[src/rtl/vga_pkg.sv]
// Shared VGA 640x480@60 timing constants and pixel colour type, used by the
// timing stage and the bouncing-sprite overlay.
package vga_pkg;

  localparam int H_ACTIVE = 640;
  localparam int H_FRONT  = 16;
  localparam int H_SYNC   = 96;
  localparam int H_BACK   = 48;
  localparam int H_TOTAL  = H_ACTIVE + H_FRONT + H_SYNC + H_BACK;

  localparam int V_ACTIVE = 480;
  localparam int V_FRONT  = 10;
  localparam int V_SYNC   = 2;
  localparam int V_BACK   = 33;
  localparam int V_TOTAL  = V_ACTIVE + V_FRONT + V_SYNC + V_BACK;

  typedef logic [2:0] rgb_t;

endpackage

[src/rtl/vga_bounce_axis.sv]
// One axis of sprite motion: position/direction register with clamp-and-bounce
// at 0 and at limit. bounce is combinational so the colour can advance on the same tick.
module vga_bounce_axis #(
  parameter int STEP = 2
) (
  input  logic       clk,
  input  logic       rst,
  input  logic       upd,
  input  logic [9:0] limit,
  output logic [9:0] pos,
  output logic       dir,
  output logic       bounce
);

  logic [10:0] fwd;
  logic        hit_hi;
  logic        hit_lo;

  // 11-bit sum so pos+STEP cannot wrap before the limit compare
  assign fwd    = {1'b0, pos} + 11'(STEP);
  assign hit_hi = fwd > {1'b0, limit};
  assign hit_lo = pos < 10'(STEP);
  assign bounce = upd && (dir ? hit_hi : hit_lo);

  always_ff @(posedge clk) begin
    if (rst) begin
      pos <= '0;
      dir <= 1'b1;
    end else if (upd) begin
      if (dir) begin
        if (hit_hi) begin
          pos <= limit;
          dir <= 1'b0;
        end else begin
          pos <= fwd[9:0];
        end
      end else begin
        if (hit_lo) begin
          pos <= '0;
          dir <= 1'b1;
        end else begin
          pos <= pos - 10'(STEP);
        end
      end
    end
  end

endmodule

[src/rtl/vga_bounce.sv]
// Square sprite bouncing around the active area, composited over the timing
// stage's background. Define VGA_BOUNCE_COLOR_CYCLE_EN to cycle colour per bounce.
module vga_bounce #(
  parameter int SIZE     = 32,
  parameter int STEP     = 2,
  parameter int H_ACTIVE = vga_pkg::H_ACTIVE,
  parameter int V_ACTIVE = vga_pkg::V_ACTIVE
) (
  input  logic       clk,
  input  logic       rst,
  input  logic [9:0] hcnt,
  input  logic [9:0] vcnt,
  input  logic       hsync,
  input  logic       vsync,
  input  logic       bg_r,
  input  logic       bg_g,
  input  logic       bg_b,
  input  logic       run,
  output logic       hsync_o,
  output logic       vsync_o,
  output logic       r,
  output logic       g,
  output logic       b
);

  import vga_pkg::*;

  localparam logic [9:0] H_LIM = 10'(H_ACTIVE - SIZE);
  localparam logic [9:0] V_LIM = 10'(V_ACTIVE - SIZE);

  logic [9:0] x, y;
  logic       dx, dy;
  logic       bx, by;
  logic       tick, upd;
  logic       hit;
  rgb_t       colour;

  // Updates only on the first blanked line so the sprite never tears mid-frame
  assign tick = (hcnt == '0) && (vcnt == 10'(V_ACTIVE));
  assign upd  = tick && run;

  vga_bounce_axis #(.STEP(STEP)) u_x (
    .clk(clk), .rst(rst), .upd(upd), .limit(H_LIM),
    .pos(x), .dir(dx), .bounce(bx)
  );

  vga_bounce_axis #(.STEP(STEP)) u_y (
    .clk(clk), .rst(rst), .upd(upd), .limit(V_LIM),
    .pos(y), .dir(dy), .bounce(by)
  );

`ifdef VGA_BOUNCE_COLOR_CYCLE_EN
  // A corner hit (bx and by together) advances the colour only once
  always_ff @(posedge clk) begin
    if (rst) begin
      colour <= 3'b001;
    end else if (bx || by) begin
      colour <= (colour == 3'b111) ? 3'b001 : colour + 3'd1;
    end
  end
`else
  assign colour = 3'b111;
`endif

  always_comb begin
    hit = ({1'b0, hcnt} >= {1'b0, x}) && ({1'b0, hcnt} < ({1'b0, x} + 11'(SIZE))) &&
          ({1'b0, vcnt} >= {1'b0, y}) && ({1'b0, vcnt} < ({1'b0, y} + 11'(SIZE))) &&
          ({1'b0, hcnt} < 11'(H_ACTIVE)) && ({1'b0, vcnt} < 11'(V_ACTIVE));
  end

  always_ff @(posedge clk) begin
    if (rst) begin
      {r, g, b} <= '0;
      hsync_o   <= 1'b1;
      vsync_o   <= 1'b1;
    end else begin
      {r, g, b} <= hit ? colour : {bg_r, bg_g, bg_b};
      hsync_o   <= hsync;
      vsync_o   <= vsync;
    end
  end

endmodule

[config.mk]
export PLATFORM = sky130hd
export DESIGN_NAME = vga_bounce
export DESIGN_NICKNAME = d
export VERILOG_FILES = /design/src/rtl/vga_pkg.sv /design/src/rtl/vga_bounce_axis.sv /design/src/rtl/vga_bounce.sv
export SDC_FILE = /design/constraint.sdc
export NUM_CORES = 1
export LEC_CHECK = 0
export ABC_CLOCK_PERIOD_IN_PS = 6240
export CAP_MARGIN = 10
export CORE_UTILIZATION = 40
export DETAILED_ROUTE_END_ITERATION = 10
export PLACE_DENSITY = 0.61
export SLEW_MARGIN = 0
export SYNTH_ARGS = -nofsm -noshare
export SYNTH_HDL_FRONTEND = slang
export SYNTH_SLANG_ARGS = --single-unit
[constraint.sdc]
create_clock -name clk -period 6.24 [get_ports clk]
set_input_delay 1.248 -clock clk [delete_from_list [all_inputs] [get_ports clk]]
set_output_delay 1.248 -clock clk [all_outputs]
set_load 0.005 [all_outputs]
==> results.json <==
{
  "syn_inst": 374,
  "diodes": 0,
  "post_cts_resized": 0,
  "synth_top_family_by_area": "compound AO/OA/AOI/OAI gates",
  "synth_cell_types": 63,
  "root_buffer": "clkbuf_8",
  "syn-num-nets": 438,
  "clock-sinks": 25,
  "ios": 33,
  "finalHoldViolCount": 0,
  "end_kind": "flip-flop",
  "finalSetupViolCount": 0,
  "min_from": "u_y.pos[6]",
  "wl_per_cell_um": 17.0,
  "hpwl_mm": 6.11,
  "async_reset_ff_frac": 0,
  "path_clk_slew_ns": 0.11,
  "synth_area_leader_cell": "dfxtp_1",
  "finalMaxSlewViolations": 0,
  "dr.pass1.iters": 5,
  "yosysMostFrequentCell": "ha_1",
  "ys_seq_area_frac": 0.180,
  "grt_pass1_wl_mm": 13.1,
  "die_area_mm2": 0.00728,
  "fmax_ghz": 0.292,
  "r2r-start": "u_x.pos[5]",
  "cp-startpoint": "hcnt[1]",
  "synth.avg_cell_area_um2": 7.43,
  "synth.area.top_cells": "dfxtp_1 (18%), ha_1 (16%), a21oi_1 (5.4%)",
  "synth-main-ff-cell": "dfxtp_1",
  "maxCapViolations": 0,
  "hold_buffers": 0,
  "ys_seq_elements": 25,
  "core_area_mm2": 0.00676,
  "status": "finished clean",
  "die_h_um": 85.4,
  "numCtsBuffers": 3,
  "required_ns": 6.35,
  "layout-drive-gt1-share": 0.0462,
  "critical_path_class": "in2reg",
  "routed_wl_mm": 8.01,
  "report.power.total_uw": 335,
  "hold_path_class": "reg2reg",
  "grt_pass1_vias": 2603,
  "drcViolationCount": 0,
  "synth.cell_area_mm2": 0.00278,
  "min_period_ns": 3.43,
  "ys_warn_count": 0,
  "synthAdderAreaFrac": 0.162,
  "grt_max_degree": 28,
  "postRouteAntennaNets": 0,
  "synth_top_area_frac": 0.180,
  "portBuffers": 32,
  "core.rowCount": 30,
  "grt_overflow_total": 0,
  "muxShareOfSynthArea": 0,
  "critPathMaxFanout": 7,
  "synth-edff-count": 0,
  "p_leak_uw": 0.00114,
  "drt_iter0_drc": 260,
  "clock_path_buffers": 2,
  "rsz0062_at_grt": "false",
  "gp_congestion": 0.868,
  "synthSimpleGateAreaFrac": 0.244,
  "synth_commonest_cells": "ha_1 (36), nor2_1 (33), a21oi_1 (30), o21ai_0 (30)",
  "vias_per_cell": 6.14,
  "maxSlewHeadroom": 0.300,
  "die_w_um": 85.4,
  "final_nets": 455,
  "synth_compound_area_frac": 0.291,
  "area_delta_synth_final_pct": 13.8,
  "n_fill_cell": 692,
  "post-cts-setup-buffers": 0,
  "cts_tree": "built",
  "skew_ns": 0.00370,
  "antenna_found_initial": 0,
  "synthXorXnorAreaFrac": 0.0504,
  "htree_levels": 1,
  "worstSkewPairLatency_ns": 0.28,
  "via_count": 2887,
  "grtUsageTotal": 0.221,
  "start_kind": "primary input",
  "pwr_density_cell_mw_per_mm2": 106,
  "critical_path_arrival_ns": 3.54,
  "finalSetupTns_ns": 0,
  "initial_core_util": 0.411,
  "ir_worst_vdd_uv": 103,
  "min_period_over_period": 0.550,
  "worst_pin_slew_ns": 1.04
}
==> where the power goes <==
group          switching (µW)  leakage [µW]  total, µW  internal [µW]
clock                    63.9     0.0000261        111           47.1
sequential               2.55      0.000203        164            162
combinational            27.4      0.000912       59.6           32.3
==> cells in the final DEF (no fill, tap or decap), types with 2 or more instances in the layout <==
master            n
ha_1             36
nor2_1           33
clkdlybuf4s50_1  32
o21ai_0          30
a21oi_1          30
inv_1            25
dfxtp_1          25
nand2_1          24
xnor2_1          16
nor3_1           15
nand3_1          11
nand4_1           9
a31oi_1           8
and3_1            6
or3_1             6
a211oi_1          5
nor2b_1           5
nor4_1            4
o21ai_1           4
o211ai_1          3
a32oi_1           3
o31ai_1           3
a221oi_1          3
clkbuf_8          3
a211o_1           2
nor4_2            2
o2111ai_1         2
a21o_1            2
a41o_1            2
a32o_1            2
o32ai_1           2
or2_2             2
a2111oi_0         2
and4_1            2
buf_4             2
==> cells by family after synthesis <==
group,Yosys count
AO/OA/AOI/OAI,119
XOR/XNOR,16
flip-flops,25
buffers and inverters,48
AND/OR/NAND/NOR,130
adder cells (fa/ha/maj),36
==> critical path, cell delays in order <==
cell,delay [ns]
clkdlybuf4s50_1,0.43
nor4_1,0.32
nand2_1,0.19
nor3_1,0.88
a21oi_1,0.12
o21ai_0,0.26
a41oi_1,0.09
==> cell type report <==
type / count / area [µm²] / share of cell area
Clock buffer: 3 / 41.3 / 0.0131
Clock inverter: 1 / 8.76 / 0.00277
Inverter: 26 / 97.6 / 0.0309
Multi-Input combinational cell: 301 / 2080 / 0.657
Sequential cell: 25 / 500 / 0.158
Tap cell: 80 / 100 / 0.0316
Timing Repair Buffer: 34 / 335 / 0.106
==> layer usage <==
metal  part of all wire  routed length (µm)  GRT usage  vias up
li1                   -                   -          -     1427
met1               0.49                3890      0.323     1343
met2               0.45                3630      0.357      117
met3              0.061                 489     0.0292        0
met4                  0                   0     0.0273        0
met5                  0                   0          0        -
==> flip-flops by register name, indices dropped and copies added (netlist names) <==
signal / flops
u_x.pos: 9
u_y.dir: 1
r: 1
hsync_o: 1
u_y.pos: 9
b: 1
u_x.dir: 1
g: 1
vsync_o: 1
==> per-stage QoR <==
stage / instances / setup WS, ns / cell area [µm²] / utilization / hold slack [ns]
finish: 470 / 2.81 / 3160 / 0.468 / 0.580
global route: 470 / 2.56 / 3160 / 0.468 / 0.634
CTS: 470 / 2.80 / 3160 / 0.468 / 0.573
detailed placement: 466 / 2.51 / 3110 / 0.461 / 0.554
global placement: 466 / 2.49 / 3110 / 0.461 / 0.560
floorplan: 374 / 3.44 / 2780 / - / 0.507
==> path summary, 6_finish.rpt <==
check | end | slack [ns] | cells after the start
min | u_y.pos[6] | 0.58 | 2
max | u_x.pos[6] | 2.81 | 7
max reg2reg | u_x.pos[2] | 3.68 | 7
min reg2reg | u_y.pos[6] | 0.58 | 2
No activity file was read; power rests on OpenSTA's default activity.
